File: src/rtl/fifo_wr_arbiter_pkg.sv
// Shared types and helpers for the FIFO write-port round-robin arbiter.
package fifo_wr_arbiter_pkg;

    typedef enum logic {
        ST_IDLE  = 1'b0,
        ST_GRANT = 1'b1
    } arb_state_e;

    // Index width for an n-entry vector; never narrower than one bit.
    function automatic int unsigned idx_width(input int unsigned n);
        return (n > 1) ? $clog2(n) : 1;
    endfunction

endpackage

File: src/rtl/fifo_wr_arbiter_rr_pick.sv
// Rotate-priority encoder: first set request at or above i_ptr, wrapping at NREQ.
module fifo_wr_arbiter_rr_pick
    import fifo_wr_arbiter_pkg::*;
#(
    parameter  int unsigned NREQ = 4,
    localparam int unsigned IDXW = idx_width(NREQ)
) (
    input  logic [NREQ-1:0] i_req,
    input  logic [IDXW-1:0] i_ptr,
    output logic            o_any,
    output logic [IDXW-1:0] o_idx
);

    int cand;

    // Scan from the farthest offset down so the nearest request to i_ptr wins.
    always_comb begin
        o_any = 1'b0;
        o_idx = '0;
        cand  = 0;
        for (int off = int'(NREQ) - 1; off >= 0; off--) begin
            cand = int'(i_ptr) + off;
            if (cand >= int'(NREQ)) begin
                cand = cand - int'(NREQ);
            end
            if (i_req[IDXW'(cand)]) begin
                o_any = 1'b1;
                o_idx = IDXW'(cand);
            end
        end
    end

endmodule

File: src/rtl/fifo_wr_arbiter.sv
// Round-robin arbiter sharing one FIFO write port among NREQ valid/ready producers,
// granting bursts of up to MAX_BURST words before rotating.
module fifo_wr_arbiter
    import fifo_wr_arbiter_pkg::*;
#(
    parameter  int unsigned NREQ      = 4,
    parameter  int unsigned DATAW     = 8,
    parameter  int unsigned MAX_BURST = 4,
    localparam int unsigned IDXW      = idx_width(NREQ)
) (
    input  logic                  clk,
    input  logic                  rst,
    input  logic [NREQ-1:0]       i_req_valid,
    input  logic [NREQ*DATAW-1:0] i_req_data,
    output logic [NREQ-1:0]       o_req_ready,
    input  logic                  i_fifo_full,
    output logic                  o_fifo_wr_en,
    output logic [DATAW-1:0]      o_fifo_wr_data,
    output logic [NREQ-1:0]       o_grant,
    output logic [IDXW-1:0]       o_grant_id
);

    localparam int unsigned CNTW = $clog2(MAX_BURST + 1);

    arb_state_e      state_q, state_d;
    logic [IDXW-1:0] grant_id_q, grant_id_d;
    logic [IDXW-1:0] ptr_q, ptr_d;
    logic [NREQ-1:0] grant_q, grant_d;
    logic [CNTW-1:0] cnt_q, cnt_d;

    logic            holder_valid_c;
    logic            xfer_c;
    logic            release_c;
    logic [IDXW-1:0] ptr_inc_c;
    logic [IDXW-1:0] pick_ptr_c;
    logic            pick_any_c;
    logic [IDXW-1:0] pick_idx_c;

    // Write path is combinational off the grant register; reset blocks it immediately.
    assign holder_valid_c = i_req_valid[grant_id_q];
    assign xfer_c         = (state_q == ST_GRANT) & holder_valid_c & ~i_fifo_full & ~rst;
    assign o_fifo_wr_en   = xfer_c;
    assign o_req_ready    = xfer_c ? (NREQ'(1) << grant_id_q) : '0;
    assign o_fifo_wr_data = xfer_c ? i_req_data[int'(grant_id_q) * DATAW +: DATAW] : '0;

    assign ptr_inc_c  = (grant_id_q == IDXW'(NREQ - 1)) ? '0 : grant_id_q + IDXW'(1);
    assign release_c  = (state_q == ST_GRANT) &
                        ((xfer_c & (cnt_q == CNTW'(MAX_BURST - 1))) | ~holder_valid_c);
    // On release the new pointer takes effect in the same-edge pick.
    assign pick_ptr_c = (state_q == ST_GRANT) ? ptr_inc_c : ptr_q;

    fifo_wr_arbiter_rr_pick #(
        .NREQ (NREQ)
    ) u_rr_pick (
        .i_req (i_req_valid),
        .i_ptr (pick_ptr_c),
        .o_any (pick_any_c),
        .o_idx (pick_idx_c)
    );

    always_comb begin
        state_d    = state_q;
        grant_id_d = grant_id_q;
        ptr_d      = ptr_q;
        cnt_d      = cnt_q;
        case (state_q)
            ST_IDLE: begin
                if (pick_any_c) begin
                    state_d    = ST_GRANT;
                    grant_id_d = pick_idx_c;
                    cnt_d      = '0;
                end
            end
            ST_GRANT: begin
                if (release_c) begin
                    ptr_d = ptr_inc_c;
                    cnt_d = '0;
                    if (pick_any_c) begin
                        grant_id_d = pick_idx_c;
                    end else begin
                        state_d    = ST_IDLE;
                        grant_id_d = '0;
                    end
                end else if (xfer_c) begin
                    cnt_d = cnt_q + CNTW'(1);
                end
            end
            default: begin
                state_d    = ST_IDLE;
                grant_id_d = '0;
                cnt_d      = '0;
            end
        endcase
        grant_d = (state_d == ST_GRANT) ? (NREQ'(1) << grant_id_d) : '0;
    end

    always_ff @(posedge clk) begin
        if (rst) begin
            state_q    <= ST_IDLE;
            grant_id_q <= '0;
            grant_q    <= '0;
            ptr_q      <= '0;
            cnt_q      <= '0;
        end else begin
            state_q    <= state_d;
            grant_id_q <= grant_id_d;
            grant_q    <= grant_d;
            ptr_q      <= ptr_d;
            cnt_q      <= cnt_d;
        end
    end

    assign o_grant    = grant_q;
    assign o_grant_id = grant_id_q;

endmodule
File: config.mk
export PLATFORM = sky130hd
export DESIGN_NAME = fifo_wr_arbiter
export DESIGN_NICKNAME = d
export VERILOG_FILES = /design/src/rtl/fifo_wr_arbiter_pkg.sv /design/src/rtl/fifo_wr_arbiter_rr_pick.sv /design/src/rtl/fifo_wr_arbiter.sv
export SDC_FILE = /design/constraint.sdc
export NUM_CORES = 1
export LEC_CHECK = 0
export ABC_CLOCK_PERIOD_IN_PS = 2900
export BUFFER_PORTS_ARGS = -buffer_cell sky130_fd_sc_hd__buf_2
export CAP_MARGIN = 15
export CORE_ASPECT_RATIO = 0.9
export CORE_MARGIN = 5
export CORE_UTILIZATION = 45
export DETAILED_ROUTE_END_ITERATION = 10
export PLACE_DENSITY = 0.82
export SLEW_MARGIN = 20
export SYNTH_ARGS = -nofsm -noshare
export SYNTH_HDL_FRONTEND = slang
export SYNTH_SLANG_ARGS = --single-unit
File: constraint.sdc
create_clock -name clk -period 2.9 [get_ports clk]
set_clock_uncertainty 0.05 [all_clocks]
set_input_delay 0.725 -clock clk [delete_from_list [all_inputs] [get_ports clk]]
set_output_delay 0.725 -clock clk [all_outputs]
set_load 0.1 [all_outputs]
==> impl_metrics.json, run 1 <==
{
  "cts_tree": "yes",
  "synthXorXnorAreaFrac": 0,
  "seqPwrFrac": 0.312,
  "rrSetupSlack_ns": 0.70,
  "synth.ff_latch_count": 12,
  "clockRootBuffer": "clkbuf_4",
  "status": "finished clean",
  "start_kind": "flip-flop",
  "r2r_cells": 7,
  "synth_area_um2": 1231,
  "p_switching_uw": 316.5,
  "synthesis.instances": 130,
  "fp.dieW_um": 65.14,
  "worstPathArrival_ns": 1.94,
  "synth-simple-area-share": 0.2093,
  "rows": 18,
  "cp_max_fo": 13,
  "nets": 228,
  "place_congestion": 0.8541,
  "final_common_cell": "buf_2",
  "dpl.hpwl_um": 2940,
  "yosysWarnings": 0,
  "fmax_mhz": 368.0,
  "drv_cap": 0,
  "htreeDepth": 1,
  "numCtsBuffers": 3,
  "ir_drop_mv": 0.2243,
  "wl_per_cell_um": 17.15,
  "dieArea_um2": 3883,
  "synth_cell_type_count": 47,
  "antenna_found_initial": 0,
  "insertion_delay_ns": 0.28,
  "hold_violations": 0,
  "power_frac_clock": 0.155,
  "cts-resized-gates": 0,
  "port_buffers": 57,
  "synthAdderAreaFrac": 0.06098,
  "worstSetupEndpointType": "output port",
  "dr_total_vias": 1285,
  "fin_tns_setup_ns": 0,
  "syn_to_final_growth_pct": 42.68,
  "timing.rr.end": "o_grant[2]$_SDFF_PP0_",
  "synth_nets": 175,
  "ant_nets": 0,
  "setup_viol": 0,
  "synthArstFlopShare": 0,
  "grt_use_total": 0.1931,
  "postCtsSetupBuffers": 0,
  "overflow": 0,
  "first_pass_iters": 7,
  "worstHoldStart": "cnt_q[1]$_SDFFE_PP0P_",
  "routed_wl_um": 3636,
  "synth_compound_area_frac": 0.2144,
  "coreArea_um2": 2680,
  "initial_core_util": 0.4594,
  "insertedDiodeCount": 0,
  "drive_gt1_frac": 0.5275,
  "p_leak_uw": 0.0007617,
  "io_pins": 58,
  "cts_sinks": 12,
  "period_share": 0.9370,
  "cts_max_path_buffers": 2,
  "grt_pass1_vias": 1192,
  "tightest_slew_ns": 0.4981,
  "slew_headroom": 0.6702,
  "internal_power_uw": 380.7,
  "synth_top_family_by_area": "multiplexers",
  "grt_pass1_wl_um": 5775,
  "die_h_um": 59.62,
  "syn_area_per_cell_um2": 9.471,
  "yosysSeqAreaShare": 0.1951,
  "p_per_area_nw_per_um2": 396.9,
  "whs_path_depth": 2,
  "drc_errors": 0,
  "rsz0062_at_grt": "false",
  "grt_max_degree": 21,
  "p_comb_frac": 0.533,
  "hold_path.class": "reg2reg",
  "first_iter_violations": 70,
  "timing.final.crit_period_ns": 2.717,
  "sw_frac_of_total": 0.4540,
  "viasPerCell": 6.061,
  "cp.required_ns": 2.12,
  "yosys_most_used_dff": "dfxtp_1",
  "r2r-start": "o_grant_id[0]$_SDFF_PP0_",
  "final_cell_mix": "buf_2, buf_12, and3_2, dfxtp_1, mux4_2",
  "path_class": "reg2out",
  "synthMuxAreaShare": 0.2409,
  "postCtsHoldBufs": 0,
  "slew_viol_final": 0,
  "fin_util": 0.6555,
  "synth-edff-count": 0,
  "clk_pin_slew_worst_paths_ns": 0.08,
  "whs_endpoint": "cnt_q[1]$_SDFFE_PP0P_"
}
==> cells in the mapped netlist, types with 2 or more instances <==
library cell | number | area, um^2
ha_1 | 6 | 75.07
a31oi_1 | 3 | 18.77
buf_4 | 2 | 15.01
mux2_1 | 2 | 22.52
nand2_1 | 4 | 15.01
inv_1 | 6 | 22.52
nor2b_1 | 3 | 18.77
mux2i_1 | 6 | 60.06
a21oi_1 | 3 | 15.01
mux4_2 | 9 | 202.7
nand2b_1 | 2 | 12.51
buf_6 | 2 | 22.52
and3_1 | 12 | 75.07
o221ai_1 | 3 | 26.28
nor3_1 | 5 | 25.02
dfxtp_1 | 12 | 240.2
nor2_1 | 7 | 26.28
o22ai_1 | 5 | 31.28
a21boi_0 | 2 | 15.01
buf_2 | 5 | 25.02
nand3_1 | 5 | 25.02
==> metrics by stage <==
step	instance area, um^2	std cells	total power (uW)	hold WS [ns]	worst slack [ns]
global route	1757	212	735.2	0.4606	0.06141
CTS	1757	212	696.4	0.4294	0.1861
floorplan	1265	130	496.1	0.3918	0.05552
global placement	1730	208	577.9	0.4064	0.3358
detailed placement	1730	208	589.8	0.4178	0.2835
finish	1757	212	697.2	0.4312	0.1828
==> critical path, cell delays in order (launching register included) <==
cell	delay, ns
dfxtp_1	0.60
nand2b_1	0.26
o22a_2	0.36
nor3_4	0.25
buf_12	0.20
==> power by group through the flow <==
stage | logic [uW] | clock network, uW | registers (uW)
after detailed placement | 368 | 0 | 222
after floorplan | 233 | 0 | 263
after global placement | 357 | 0 | 220
after global routing | 394 | 119 | 222
after CTS | 370 | 109 | 218
final | 372 | 108 | 217
==> metal layers <==
layer,vias to the layer above,global-route usage,share of wire
met3,10,0.04554,0.059
met4,0,0.04438,0.016
met1,607,0.2436,0.39
met2,56,0.3367,0.53
li1,612,-,-
met5,-,0,0
==> sequential cells by signal, summed over array words and instances, names as in the netlist <==
name,count
o_grant,4
cnt_q,3
o_grant_id,2
ptr_q,2
state_q,1
==> cells by family (layout without fill, tap and decap cells) <==
kind of cell               after synthesis  count (layout)
and+or+nand+nor                         45              45
AOI/OAI and AO/OA                       31              31
muxes                                   18              18
buffers and inverters                   18              70
DFF                                     12              12
adders and majority gates                6               6
==> layout make-up <==
type	instances	area, um^2
Tap cell	30	37.54
Inverter	6	22.52
Multi-Input combinational cell	100	919.6
Sequential cell	12	247.7
Timing Repair Buffer	60	503.0
Clock buffer	3	22.52
Clock inverter	1	3.754
Fill cell	200	923.4
==> how the worst max path moves through the flow <==
stage	from	end	slack [ns]	cells past startpoint
after floorplan	i_req_valid[1]	o_fifo_wr_en	0.06	4
after global placement	i_req_valid[3]	o_req_ready[3]	0.34	6
after detailed placement	i_req_valid[3]	o_fifo_wr_en	0.28	5
after CTS	state_q$_SDFF_PP0_	o_fifo_wr_en	0.19	4
after global routing	state_q$_SDFF_PP0_	o_req_ready[2]	0.06	5
final	state_q$_SDFF_PP0_	o_fifo_wr_en	0.18	4
Power figures use the tool's default switching activity.
==> run 2, diff against run 1 <==
--- a/config.mk
+++ b/config.mk
@@ -14,2 +14,3 @@
 export DETAILED_ROUTE_END_ITERATION = 10
+export GPL_TIMING_DRIVEN = 0
 export PLACE_DENSITY = 0.82
==> constraint.sdc (replaced) <==
create_clock -name clk -period 2.9 [get_ports clk]
set_clock_uncertainty 0.05 [all_clocks]
set_input_delay 0.145 -clock clk [delete_from_list [all_inputs] [get_ports clk]]
set_output_delay 0.145 -clock clk [all_outputs]
set_load 0.1 [all_outputs]
==> run 2 against run 1 <==
First-iteration DRC count fell by 10%. Cell count rose by 2.4%. Combinational power grew 3%. Clock-buffer cell count grew 1. Flip-flop and latch count is the same. Critical path depth grew 4. Final area shrank 9.0%. Clock power up 25%. Largest power group unchanged. Core utilization decreased by 5.9 points.
==> impl_metrics.json, run 2 (synthesized netlist as in run 1, its figures left out) <==
{
  "status": "finished clean",
  "wl_per_cell_um": 17.08,
  "cts_max_path_buffers": 2,
  "syn_to_final_growth_pct": 29.78,
  "worstPathArrival_ns": 2.70,
  "internal_power_uw": 396.4,
  "slew_viol_final": 0,
  "grt_use_total": 0.1940,
  "first_iter_violations": 63,
  "viasPerCell": 5.935,
  "clockRootBuffer": "clkbuf_4",
  "fp.dieW_um": 65.14,
  "setup_viol": 0,
  "port_buffers": 54,
  "insertedDiodeCount": 0,
  "htreeDepth": 1,
  "use_met3": 0.04175,
  "dieArea_um2": 3883,
  "hold_path.class": "in2reg",
  "seqPwrFrac": 0.274,
  "slew_headroom": 0.6715,
  "numCtsBuffers": 3,
  "dr_total_vias": 1288,
  "sw_frac_of_total": 0.4455,
  "cp.required_ns": 2.99,
  "drive_gt1_frac": 0.4813,
  "insertion_delay_ns": 0.27,
  "final_area_um2": 1598,
  "nets": 233,
  "die_h_um": 59.62,
  "io_pins": 58,
  "dp.cells": 214,
  "timing.final.crit_period_ns": 2.604,
  "cp_max_fo": 10,
  "use_met1": 0.2520,
  "final_cell_mix": "buf_2, and3_1, dfxtp_1, mux4_2, nor2_1",
  "drc_errors": 0,
  "first_pass_iters": 4,
  "placed_cell_area_um2": 1553,
  "p_leak_uw": 0.0007601,
  "largest_reg_flops": 4,
  "routed_wl_um": 3706,
  "drv_cap": 0,
  "ir_drop_mv": 0.3818,
  "rsz0062_at_grt": "false",
  "grtUsageMet2": 0.3367,
  "final_common_cell": "buf_2",
  "grt.busiest_layer": "met2",
  "coreArea_um2": 2680,
  "whs_ns": 0.1250,
  "power_frac_clock": 0.189,
  "power_uw": 714.8,
  "antenna_found_initial": 0,
  "p_per_area_nw_per_um2": 447.4,
  "start_kind": "flip-flop",
  "fmax_mhz": 384.0,
  "ant_nets": 0,
  "worstSetupEndpointType": "flip-flop",
  "final_cells": 217,
  "tightest_slew_ns": 0.4866,
  "p_switching_uw": 318.5,
  "path_class": "reg2reg",
  "place_congestion": 0.8113,
  "hold_violations": 0,
  "rows": 18,
  "dpl.hpwl_um": 3031,
  "grt_pass1_wl_um": 5858,
  "period_share": 0.8981,
  "clk_pin_slew_worst_paths_ns": 0.08,
  "grt_pass1_vias": 1235,
  "cts_tree": "yes",
  "overflow": 0,
  "fin_util": 0.5962,
  "nFillCells": 242,
  "postCtsSetupBuffers": 0,
  "initial_core_util": 0.4594,
  "p_comb_frac": 0.538,
  "cts_sinks": 12,
  "grt_max_degree": 11
}
-- run 2: cell count changes in the layout (fill, tap and decap cells not counted), sizes merged --
cell	delta
buf	+3
clkbuf	+3
clkinv	-1
-- run 2: area by class of cell --
cell class	instances	area [um^2]	area share
plain buffers	11	71.32	0.04464
flip-flops and latches	12	242.7	0.1519
clock buffers	4	36.28	0.02271
repair buffers	54	270.3	0.1691
multi-input cells	100	917.1	0.5740
well taps	30	37.54	0.02349
inverters	6	22.52	0.01410
-- run 2: worst max-delay path: stages (launching register included) --
cell	delay [ns]
dfxtp_2	0.37
buf_4	0.19
buf_2	0.29
inv_1	0.16
ha_1	0.40
mux2i_4	0.29
nor3_1	0.07
o311ai_0	0.48
o22ai_1	0.18
-- run 2: power groups by stage --
stage / Clock, uW / Combinational, uW / Sequential [uW]
floorplan: 0 / 232 / 263
global placement: 0 / 368 / 197
detailed placement: 0 / 377 / 198
CTS: 139 / 381 / 195
global route: 151 / 409 / 198
finish: 135 / 384 / 196
-- run 2: timing repair --
item | 4_1_cts | 5_1_grt
gates resized for setup | 1 | 1
hold endpoints to repair | 0 | 0
hold buffers | 0 | 0
endpoints found under the setup margin | 1 | 1
-- run 2: worst paths after layout --
check / startpoint / end / slack, ns / cells after the start
max: o_grant_id[0]$_SDFF_PP0_ / o_grant[2]$_SDFF_PP0_ / 0.30 / 8
min: rst / ptr_q[1]$_SDFFE_PP0P_ / 0.13 / 2
max reg2reg: o_grant_id[0]$_SDFF_PP0_ / o_grant[2]$_SDFF_PP0_ / 0.30 / 8
min reg2reg: cnt_q[1]$_SDFFE_PP0P_ / cnt_q[1]$_SDFFE_PP0P_ / 0.43 / 2
-- run 2: metrics by stage --
| step | setup WS, ns | TNS [ns] |
|---|---|---|
| 2_1_floorplan | 0.1310 | 0 |
| 6_report | 0.2956 | 0 |
| 4_1_cts | 0.04585 | 0 |
| 5_1_grt | 0.08990 | 0 |
| 3_5_place_dp | -0.06122 | -0.06122 |
| 3_3_place_gp | 0.05858 | 0 |
-- run 2: layer usage --
layer | wire (um) | vias up
met3 | 189 | 8
met1 | 1491 | 618
met5 | 0 | -
met4 | 65 | 0
li1 | - | 622
met2 | 1960 | 40
==> run 3, diff against run 2 <==
Settings changed: CORE_UTILIZATION 45 to 40, CTS_CLUSTER_SIZE set to 14, PLACE_DENSITY 0.82 to 0.74.
==> run 3 against run 2 <==
Clock power about the same. Highest routed layer unchanged. Non-clock buffer count unchanged. Worst setup slack worse by 0.14 ns. Global-route usage up 0.78 points. First-iteration DRC count down 14%. Core utilization down 6.5 points. Clock-buffer cell count unchanged. Sequential power about the same. Final area up 0.39%. Register-to-register slack worse by 0.14 ns.
==> impl_metrics.json, run 3 (synthesized netlist as in run 1, its figures left out) <==
{
  "status": "finished clean",
  "initial_core_util": 0.4078,
  "rows": 19,
  "drc_errors": 0,
  "port_buffers": 54,
  "final_cells": 229,
  "worstPathArrival_ns": 2.84,
  "cts_tree": "yes",
  "overflow": 0,
  "timing.final.crit_period_ns": 2.744,
  "r2r_cells": 8,
  "final_common_cell": "buf_2",
  "slew_viol_final": 0,
  "start_kind": "flip-flop",
  "hold_violations": 0,
  "hold_path.class": "in2reg",
  "cp.required_ns": 3.00,
  "die_h_um": 62.63,
  "io_pins": 58,
  "drv_cap": 0,
  "grt_use_total": 0.2017,
  "cp_max_fo": 10,
  "drive_gt1_frac": 0.4813,
  "insertedDiodeCount": 0,
  "cts_max_path_buffers": 2,
  "whs_ns": 0.1181,
  "fin_tns_setup_ns": 0,
  "first_iter_violations": 54,
  "whs_path_depth": 2,
  "largest_reg_flops": 4,
  "worstSetupEndpointType": "flip-flop",
  "syn_to_final_growth_pct": 30.28,
  "htreeDepth": 1,
  "antenna_found_initial": 0,
  "power_uw": 717.8,
  "numCtsBuffers": 3,
  "dp.cells": 226,
  "grt_pass1_vias": 1489,
  "routed_wl_um": 3943,
  "p_per_area_nw_per_um2": 447.5,
  "clk_pin_slew_worst_paths_ns": 0.08,
  "fp.dieW_um": 68.48,
  "ir_drop_mv": 0.2834,
  "fmax_mhz": 364.4,
  "coreArea_um2": 3019,
  "place_congestion": 0.9574,
  "path_class": "reg2reg",
  "dieArea_um2": 4289,
  "insertion_delay_ns": 0.28,
  "grt_pass1_wl_um": 6775,
  "dpl.hpwl_um": 3241,
  "nets": 233,
  "wl_per_cell_um": 17.22,
  "slew_headroom": 0.6711,
  "clockRootBuffer": "clkbuf_4",
  "setup_slack_ns": 0.1560,
  "first_pass_iters": 4,
  "dr_total_vias": 1336,
  "grt_max_degree": 11,
  "tightest_slew_ns": 0.4872,
  "final_cell_mix": "buf_2, and3_1, dfxtp_1, mux4_2, nor2_1",
  "dp_slack_ns": -0.08517,
  "cts_sinks": 12,
  "p_leak_uw": 0.0007588,
  "viasPerCell": 5.834,
  "setup_viol": 0,
  "nFillCells": 290,
  "ant_nets": 0,
  "period_share": 0.9462,
  "rsz0062_at_grt": "false"
}
run 3: cell counts in the layout (fill, tap and decap cells not counted):
Identical to the previous run, type by type.
run 3: area by class of cell:
| type | count | area [um^2] | area share |
|---|---|---|---|
| flip-flops and latches | 12 | 242.7 | 0.1513 |
| repair buffers | 54 | 270.3 | 0.1685 |
| plain buffers | 11 | 71.32 | 0.04446 |
| clock buffers | 4 | 36.28 | 0.02262 |
| inverters | 6 | 22.52 | 0.01404 |
| well taps | 42 | 52.55 | 0.03276 |
| multi-input cells | 100 | 908.4 | 0.5663 |
run 3: repair_timing:
item,CTS,global route
setup endpoints to repair,1,1
buffers inserted,0,0
resized for setup,1,0
gates cloned,0,0
hold endpoints to repair,0,0
hold buffers,0,0
run 3: worst paths after layout:
check	startpoint	end	slack, ns
worst max-delay path	o_grant_id[0]$_SDFF_PP0_	o_grant[2]$_SDFF_PP0_	0.16
worst min-delay path	rst	ptr_q[1]$_SDFFE_PP0P_	0.12
worst max register to register	o_grant_id[0]$_SDFF_PP0_	o_grant[2]$_SDFF_PP0_	0.16
worst min register to register	cnt_q[1]$_SDFFE_PP0P_	cnt_q[1]$_SDFFE_PP0P_	0.43
run 3: per-layer routing:
metal  vias up  wire length (um)  track usage
li1        622                 -            -
met1       630              1446       0.2263
met2        63              2100       0.3421
met3        21               244      0.04496
met4         0               151       0.1067
met5         -                 0            0
run 3: power by group:
group          switching [uW]  internal [uW]  total [uW]
sequential               12.4            182         195
clock                    59.1           76.5         136
combinational             252            136         387
run 3: worst max-delay path, stage by stage, from the launching register on:
cell and delay, ns:
dfxtp_2 0.36, buf_4 0.18, buf_2 0.29, inv_1 0.18, ha_1 0.39, mux2i_2 0.40
nor3_1 0.08, o311ai_0 0.49, o22ai_1 0.17
run 3: through the flow:
| stage | utilization | cell area [um^2] |
|---|---|---|
| 2_1_floorplan | - | 1245 |
| 3_3_place_gp | 0.5193 | 1568 |
| 3_5_place_dp | 0.5193 | 1568 |
| 4_1_cts | 0.5325 | 1608 |
| 5_1_grt | 0.5313 | 1604 |
| 6_report | 0.5313 | 1604 |
